[src/rtl/norm_clk.sv]
// Normalising shifter: b << pin with exponent and zero flag, two-stage valid/ready pipe.
// Optional macro NORM_SKID_EN registers ready behind a one-entry skid buffer.
module norm_clk #(
  parameter int bits_in  = 16,
  parameter int bits_out = 4
) (
  input  logic                clk,
  input  logic                rst,
  input  logic [bits_in-1:0]  b,
  input  logic [bits_out-1:0] pin,
  input  logic                vin,
  output logic                ready,
  output logic [bits_in-1:0]  mant,
  output logic [bits_out-1:0] exp,
  output logic                zero,
  output logic                vout,
  input  logic                oready
);

  logic                v1, z1;
  logic [bits_in-1:0]  b1;
  logic [bits_out-1:0] p1;
  logic                en1, en2;

  // beat presented to S1 this cycle (direct input or skid entry)
  logic                s_v;
  logic [bits_in-1:0]  s_b;
  logic [bits_out-1:0] s_p;

  assign en2 = !vout || oready;
  assign en1 = !v1 || en2;

`ifdef NORM_SKID_EN
  logic                kv, kv_n, rdy_q, acc;
  logic [bits_in-1:0]  kb;
  logic [bits_out-1:0] kp;

  assign ready = rdy_q;
  assign acc   = vin && rdy_q;

  // skid entry wins S1; ready is held low while it is occupied
  always_comb begin
    s_v  = acc;
    s_b  = b;
    s_p  = pin;
    kv_n = kv;
    if (kv) begin
      s_v = 1'b1;
      s_b = kb;
      s_p = kp;
      if (en1) kv_n = 1'b0;
    end else if (acc && !en1) begin
      kv_n = 1'b1;
    end
  end

  always_ff @(posedge clk or posedge rst) begin
    if (rst) begin
      kv    <= 1'b0;
      kb    <= '0;
      kp    <= '0;
      rdy_q <= 1'b1;
    end else begin
      kv    <= kv_n;
      rdy_q <= !kv_n;
      if (!kv && acc && !en1) begin
        kb <= b;
        kp <= pin;
      end
    end
  end
`else
  assign ready = en1;

  always_comb begin
    s_v = vin;
    s_b = b;
    s_p = pin;
  end
`endif

  always_ff @(posedge clk or posedge rst) begin
    if (rst) begin
      v1 <= 1'b0;
      b1 <= '0;
      p1 <= '0;
      z1 <= 1'b0;
    end else if (en1) begin
      v1 <= s_v;
      if (s_v) begin
        b1 <= s_b;
        p1 <= s_p;
        z1 <= (s_b == '0);
      end
    end
  end

  logic [bits_in-1:0]  sh;
  logic [bits_out-1:0] exp_n;

  always_comb begin
    sh = b1;
    for (int unsigned i = 0; i < bits_out; i++) begin
      if (p1[i]) sh = sh << (1 << i);
    end
    exp_n = bits_out'(bits_in - 1) - p1;
  end

  always_ff @(posedge clk or posedge rst) begin
    if (rst) begin
      vout <= 1'b0;
      mant <= '0;
      exp  <= '0;
      zero <= 1'b0;
    end else if (en2) begin
      vout <= v1;
      if (v1) begin
        mant <= z1 ? '0 : sh;
        exp  <= z1 ? '0 : exp_n;
        zero <= z1;
      end
    end
  end

endmodule

[config.mk]
export PLATFORM = sky130hd
export DESIGN_NAME = norm_clk
export DESIGN_NICKNAME = d
export VERILOG_FILES = /design/src/rtl/norm_clk.sv
export SDC_FILE = /design/constraint.sdc
export NUM_CORES = 1
export LEC_CHECK = 0
export BUFFER_PORTS_ARGS = -buffer_cell sky130_fd_sc_hd__buf_2
export CAP_MARGIN = 0
export CORE_UTILIZATION = 48
export CTS_CLUSTER_SIZE = 10
export DETAILED_ROUTE_END_ITERATION = 8
export GPL_TIMING_DRIVEN = 0
export PLACE_DENSITY = 0.71
export REMOVE_ABC_BUFFERS = 1
export SYNTH_ARGS = -nofsm -noshare
export SYNTH_HDL_FRONTEND = slang
export SYNTH_SLANG_ARGS = --single-unit
[constraint.sdc]
create_clock -name clk -period 3.4 [get_ports clk]
set_input_delay 0.68 -clock clk [delete_from_list [all_inputs] [get_ports clk]]
set_output_delay 0.68 -clock clk [all_outputs]
set_load 0.01 [all_outputs]
==> results_dict.tcl, run 1 <==
set metrics [dict create \
    status "finished clean" \
    max-vdd-ir-drop_mv 0.2760 \
    clock_latency_ps 300 \
    drive_gt1_share_pct 37.93 \
    start_util_pct 50.12 \
    die-height_um 72.23 \
    yosysWarningCount 0 \
    fin_nets 255 \
    core.rowCount 25 \
    post-cts-setup-buffers 0 \
    p_leak_uw 0.001238 \
    drt_pass1_iterations 4 \
    worstSetupStartpoint "p1[1]" \
    syn_area_um2 2367 \
    cap_violations 0 \
    p_sw_share_pct 32.37 \
    antenna_found_initial 0 \
    postSynthCellCount 191 \
    clk_pin_slew_ps 80 \
    portBuffers 46 \
    layout.cells.non_filler 299 \
    tns_ps 0 \
    die-area_um2 5216 \
    cts_buffers 5 \
    ys_seq_elements 44 \
    cts_sinks 44 \
    ant_nets 0 \
    area_delta_synth_final_pct 14.06 \
    cts_max_level 2 \
    p_seq_share_pct 48.5 \
    critPathMaxStageDelay_ps 1160 \
    cts_resized 0 \
    hold_path_class "input port to asynchronous set/reset pin" \
    overflow 0 \
    seq_area_frac_synth_pct 46.51 \
    via_per_inst 5.565 \
    pin_count 47 \
    internal_power_uw 1028 \
    fin_util_pct 57.17 \
    grt_max_degree 45 \
    p_clk_share_pct 22.3 \
    die_w_um 72.23 \
    track_usage_pct 20.29 \
    cp.required_ps 3570 \
    period_needed_ps 2447 \
    wire_per_inst_um 15.81 \
    worstSetupEndpointType "register" \
    syn_avg_cell_area_um2 12.39 \
    cts_tree "done" \
    rrSetupSlack_ps 950 \
    cts-root-buf "clkbuf_8" \
    drtIter0Drc 141 \
    maxSlewViolCount 0 \
    path_max_fanout 28 \
    slowest_stage "dfrtp_1" \
    gp_congestion 0.8405 \
    p_sw_uw 492.2 \
    crit_chain "mux4_1, mux2i_1, a2bb2oi_1, o21ai_1" \
    worst_slack_ps 953.3 \
    ff2ff_path_depth 4 \
    cp-start-kind "register" \
    cts_hold_buf 0 \
    tightest_slew_ps 1222 \
    max_slew_margin_pct 18.51 \
    num_antenna_cells 0 \
    clock_path_buffers 2 \
    place_hpwl_um 3375 \
    setup_viol 0 \
    reg2reg_to "mant[15]" \
    period_share_pct 71.96 \
    ys_types 38 \
    dp_cells 291 \
    grt_pass1_vias 1589 \
    clock_skew_ps 5.507 \
    coreArea_um2 4723 \
    comb_power_share_pct 29.3 \
    rsz0062_at_grt "no" \
    totalWireLength_um 4726 \
    dp_slack_ps 965.6 \
    endpoint "mant[15]" \
    drc 0 \
    hold_viol 0 \
    grt_pass1_wl_um 7983 \
    rr_startpoint "p1[1]" \
    fmax_ghz 0.4087 \
    num_vias 1664 \
    powerDensity_nw_per_um2 563.2 \
    worstSetupPathType "register to register" \
    cp.arrival_ps 2620 \
]
==> per-layer routing <==
metal	global-route usage [%]	vias to the layer above	wire, um
met1	28.40	815	2202
met4	6.536	0	60
met2	31.26	44	2270
li1	-	799	-
met5	0	-	0
met3	5.000	6	193
==> worst min path at each step <==
| stage | endpoint | slack [ps] | cells after the start |
|---|---|---|---|
| 2_1_floorplan | b1[14] | 480 | 1 |
| 3_3_place_gp | mant[4] | 460 | 2 |
| 3_5_place_dp | mant[7] | 470 | 2 |
| 4_1_cts | b1[5] | 400 | 3 |
| 5_1_grt | mant[8] | 410 | 3 |
| 6_report | b1[5] | 400 | 3 |
==> power groups by stage <==
stage               Sequential (uW)  Combinational, uW  Clock (uW)
finish                          737                445         338
global route                    754                491         368
CTS                             738                449         343
detailed placement              749                447           0
global placement                742                437           0
floorplan                       748                282           0
==> metrics by stage <==
stage	area, um^2	hold WS [ps]	power [uW]
finish	2700	398.6	1521
global route	2700	414.2	1613
CTS	2700	402.7	1530
detailed placement	2608	466.3	1196
global placement	2587	456.0	1179
floorplan	2273	478.8	1030
==> state kept, by name, summed over array words and instances, names as in the netlist <==
name,cells
zero,1
vout,1
z1,1
mant,16
v1,1
p1,4
b1,16
exp,4
==> cell families after synthesis <==
| logic type | Yosys count | share of synthesized area (%) |
|---|---|---|
| multiplexers | 54 | 30.97 |
| flip-flops | 44 | 46.51 |
| AND/OR/NAND/NOR | 43 | 8.933 |
| AO/OA/AOI/OAI | 34 | 9.302 |
| buffers and inverters | 16 | 4.281 |
==> cells in the mapped netlist <==
cell	instances	area, um^2
dfrtp_1	44	1101
mux2_2	22	247.7
mux2i_1	20	200.2
nand2_1	19	71.32
o21ai_0	9	45.04
mux4_2	8	180.2
a21oi_1	5	25.02
buf_2	5	25.02
clkbuf_1	5	18.77
nor2_1	5	18.77
mux4_1	4	105.1
nand2b_1	4	25.02
nor4_1	4	25.02
a22o_1	3	26.28
o21ai_1	3	15.01
o31ai_1	3	22.52
a2bb2oi_1	2	17.52
buf_6	2	22.52
nand3_1	2	10.01
nand3b_1	2	15.01
o211ai_1	2	15.01
o22ai_1	2	12.51
a211o_1	1	8.760
a211oi_1	1	7.510
a31o_2	1	8.760
buf_12	1	20.02
buf_4	1	7.510
clkinv_1	1	3.750
inv_1	1	3.750
nand4_1	1	6.260
nand4b_1	1	8.760
nor2b_1	1	6.260
nor3_1	1	5.000
nor3b_1	1	7.510
o21a_1	1	7.510
o221ai_1	1	8.760
or2_0	1	6.260
or2_2	1	6.260
==> worst max-delay path: cells and delay by family, from the launching register on <==
kind / cells / cell delay (ps)
muxes: 2 / 880
AOI/OAI and AO/OA: 2 / 280
DFF: 1 / 1160
==> layout by cell type, fill, tap and decap left out, drive strengths merged, types with 2 or more instances in the layout <==
master,netlist,final
dfrtp,44,44
buf,9,47
mux4,12,12
o211ai,2,2
mux2i,20,20
nand2,19,19
a22o,3,3
clkbuf,5,6
nand3,2,2
a2bb2oi,2,2
nand3b,2,2
nand2b,4,4
o22ai,2,2
or2,2,2
clkinv,1,3
o31ai,3,3
a21oi,5,5
o21ai,12,12
nor2,5,5
mux2,22,22
nor4,4,4
==> area by class of cell <==
class / count / area (um^2)
Clock buffer: 6 / 82.58
Clock inverter: 2 / 10.01
Fill cell: 414 / 2023
Inverter: 2 / 7.507
Multi-Input combinational cell: 131 / 1165
Sequential cell: 44 / 1101
Tap cell: 67 / 83.83
Timing Repair Buffer: 47 / 250.2
Power figures use the tool's default switching activity.
==> inputs of run 2 (changes only) <==
--- a/config.mk
+++ b/config.mk
@@ -11,7 +11,7 @@
 export CTS_CLUSTER_SIZE = 10
 export DETAILED_ROUTE_END_ITERATION = 8
 export GPL_TIMING_DRIVEN = 0
-export PLACE_DENSITY = 0.71
+export PLACE_DENSITY = 0.74
 export REMOVE_ABC_BUFFERS = 1
 export SYNTH_ARGS = -nofsm -noshare
 export SYNTH_HDL_FRONTEND = slang
==> constraint.sdc (replaced) <==
create_clock -name clk -period 2.1 [get_ports clk]
set_input_delay 0.42 -clock clk [delete_from_list [all_inputs] [get_ports clk]]
set_output_delay 0.42 -clock clk [all_outputs]
set_load 0.01 [all_outputs]
==> results_dict.tcl, run 2 (synthesis results as in run 1) <==
set metrics [dict create \
    comb_power_share_pct 25.4 \
    top_regs "b1 x16, mant x16" \
    p_sw_uw 808.0 \
    worstSetupEndpointType "register" \
    maxSlewViolCount 0 \
    dp_cells 290 \
    period_share_pct 90.60 \
    totalPowerFinal_uw 2801 \
    tightest_slew_ps 892.4 \
    worstSetupPathType "register to register" \
    grt_pass1_wl_um 7824 \
    cp.required_ps 2280 \
    die-area_um2 5216 \
    pin_count 47 \
    cts-root-buf "clkbuf_8" \
    crit_buf_inv 0 \
    hold_path_class "input port to asynchronous set/reset pin" \
    grt_max_degree 45 \
    start_util_pct 50.12 \
    multi_input_area_um2 1165 \
    clk_pin_slew_ps 90 \
    cts_tree "done" \
    critPathMaxStageDelay_ps 680 \
    portBuffers 46 \
    place_hpwl_um 3301 \
    grt_pass1_vias 1598 \
    path_max_fanout 28 \
    num_antenna_cells 0 \
    holdWs_ps 296.4 \
    period_needed_ps 1903 \
    area.sequential_um2 1107 \
    clock_skew_ps 7.818 \
    crit_chain "mux4_1, mux2i_1, a2bb2oi_1, o21ai_1" \
    fillCellCount 406 \
    rsz0062_at_grt "no" \
    area_delta_synth_final_pct 16.28 \
    gp_congestion 0.7852 \
    drive_gt1_share_pct 38.96 \
    layout_common_cells "buf_2, dfrtp_1, mux2_2, mux2i_1, nand2_1" \
    post-cts-setup-buffers 0 \
    p_clk_share_pct 32.1 \
    core.rowCount 25 \
    overflow 0 \
    max-vdd-ir-drop_mv 0.5350 \
    hold_viol 0 \
    totalWireLength_um 4655 \
    path_delay_family "multiplexers" \
    die-height_um 72.23 \
    wire_per_inst_um 15.62 \
    cp-start-kind "register" \
    drtIter0Drc 123 \
    num_vias 1675 \
    clock_latency_ps 300 \
    via_per_inst 5.621 \
    slowest_stage "dfrtp_4" \
    cts_max_level 2 \
    p_sw_share_pct 28.84 \
    drc 0 \
    cp.depth 4 \
    cts_buffers 5 \
    drt_pass1_iterations 4 \
    layout.cells.non_filler 298 \
    ff2ff_path_depth 4 \
    p_leak_uw 0.001253 \
    track_usage_pct 20.19 \
    p_seq_share_pct 42.6 \
    max_slew_margin_pct 40.42 \
    cap_violations 0 \
    fmax_ghz 0.5256 \
    cp.arrival_ps 2080 \
    ant_nets 0 \
    antenna_found_initial 0 \
    mostFrequentLayoutCell "buf_2" \
    tns_ps 0 \
    powerDensity_nw_per_um2 1018 \
    coreArea_um2 4723 \
    cts_sinks 44 \
    setup_viol 0 \
    status "finished clean" \
    internal_power_uw 1993 \
    die_w_um 72.23 \
    fin_nets 254 \
    clock_path_buffers 2 \
]
-- run 2: final timing paths --
kind | start | to | slack, ps
max | p1[1] | mant[15] | 200
min | rst | zero | 300
max reg2reg | p1[1] | mant[15] | 200
min reg2reg | exp[2] | exp[2] | 470
max in group asynchronous | rst | p1[1] | 1160
min in group clk | vin | v1 | 320
-- run 2: cell type report --
cell class              count  share of cell area [%]
inverters                   2                  0.2727
flip-flops and latches     44                   40.23
well taps                  67                   3.045
repair buffers             46                   8.364
multi-input cells         131                   42.32
clock buffers               5                   2.500
clock inverters             3                   3.273
-- run 2: routing by layer --
metal  vias to the layer above  track usage, %  share of wire, %
met5                         -               0                 0
met4                         0           7.190               1.2
met3                         6           5.139               5.1
met2                        50           30.01                46
met1                       815           28.84                47
li1                        804               -                 -
-- run 2: repair_timing --
item	4_1_cts	5_1_grt
endpoints found under the hold margin	0	0
cloned	0	0
hold buffers	0	0
setup endpoints to repair	10	3
gates resized for setup	2	2
-- run 2: power groups by stage --
stage | sequential (uW) | combinational [uW] | clock (uW)
floorplan | 1210 | 457 | 0
global placement | 1200 | 705 | 0
detailed placement | 1210 | 720 | 0
CTS | 1190 | 719 | 912
global route | 1220 | 780 | 945
finish | 1190 | 710 | 898
-- run 2: worst reg2reg max path: cells and delay by family, from the launching register on --
kind	cells	cell delay, ps
flops	1	680
mux	2	830
compound gates	2	270
-- run 2: through the flow --
step                      utilization (%)  cell area, um^2  setup slack, ps
final                               58.28             2753            197.4
after global routing                58.28             2753            71.34
after CTS                           58.20             2749            50.02
after detailed placement            54.78             2587           -307.2
after global placement              54.78             2587           -290.0
after floorplan                         -             2273           -14.27
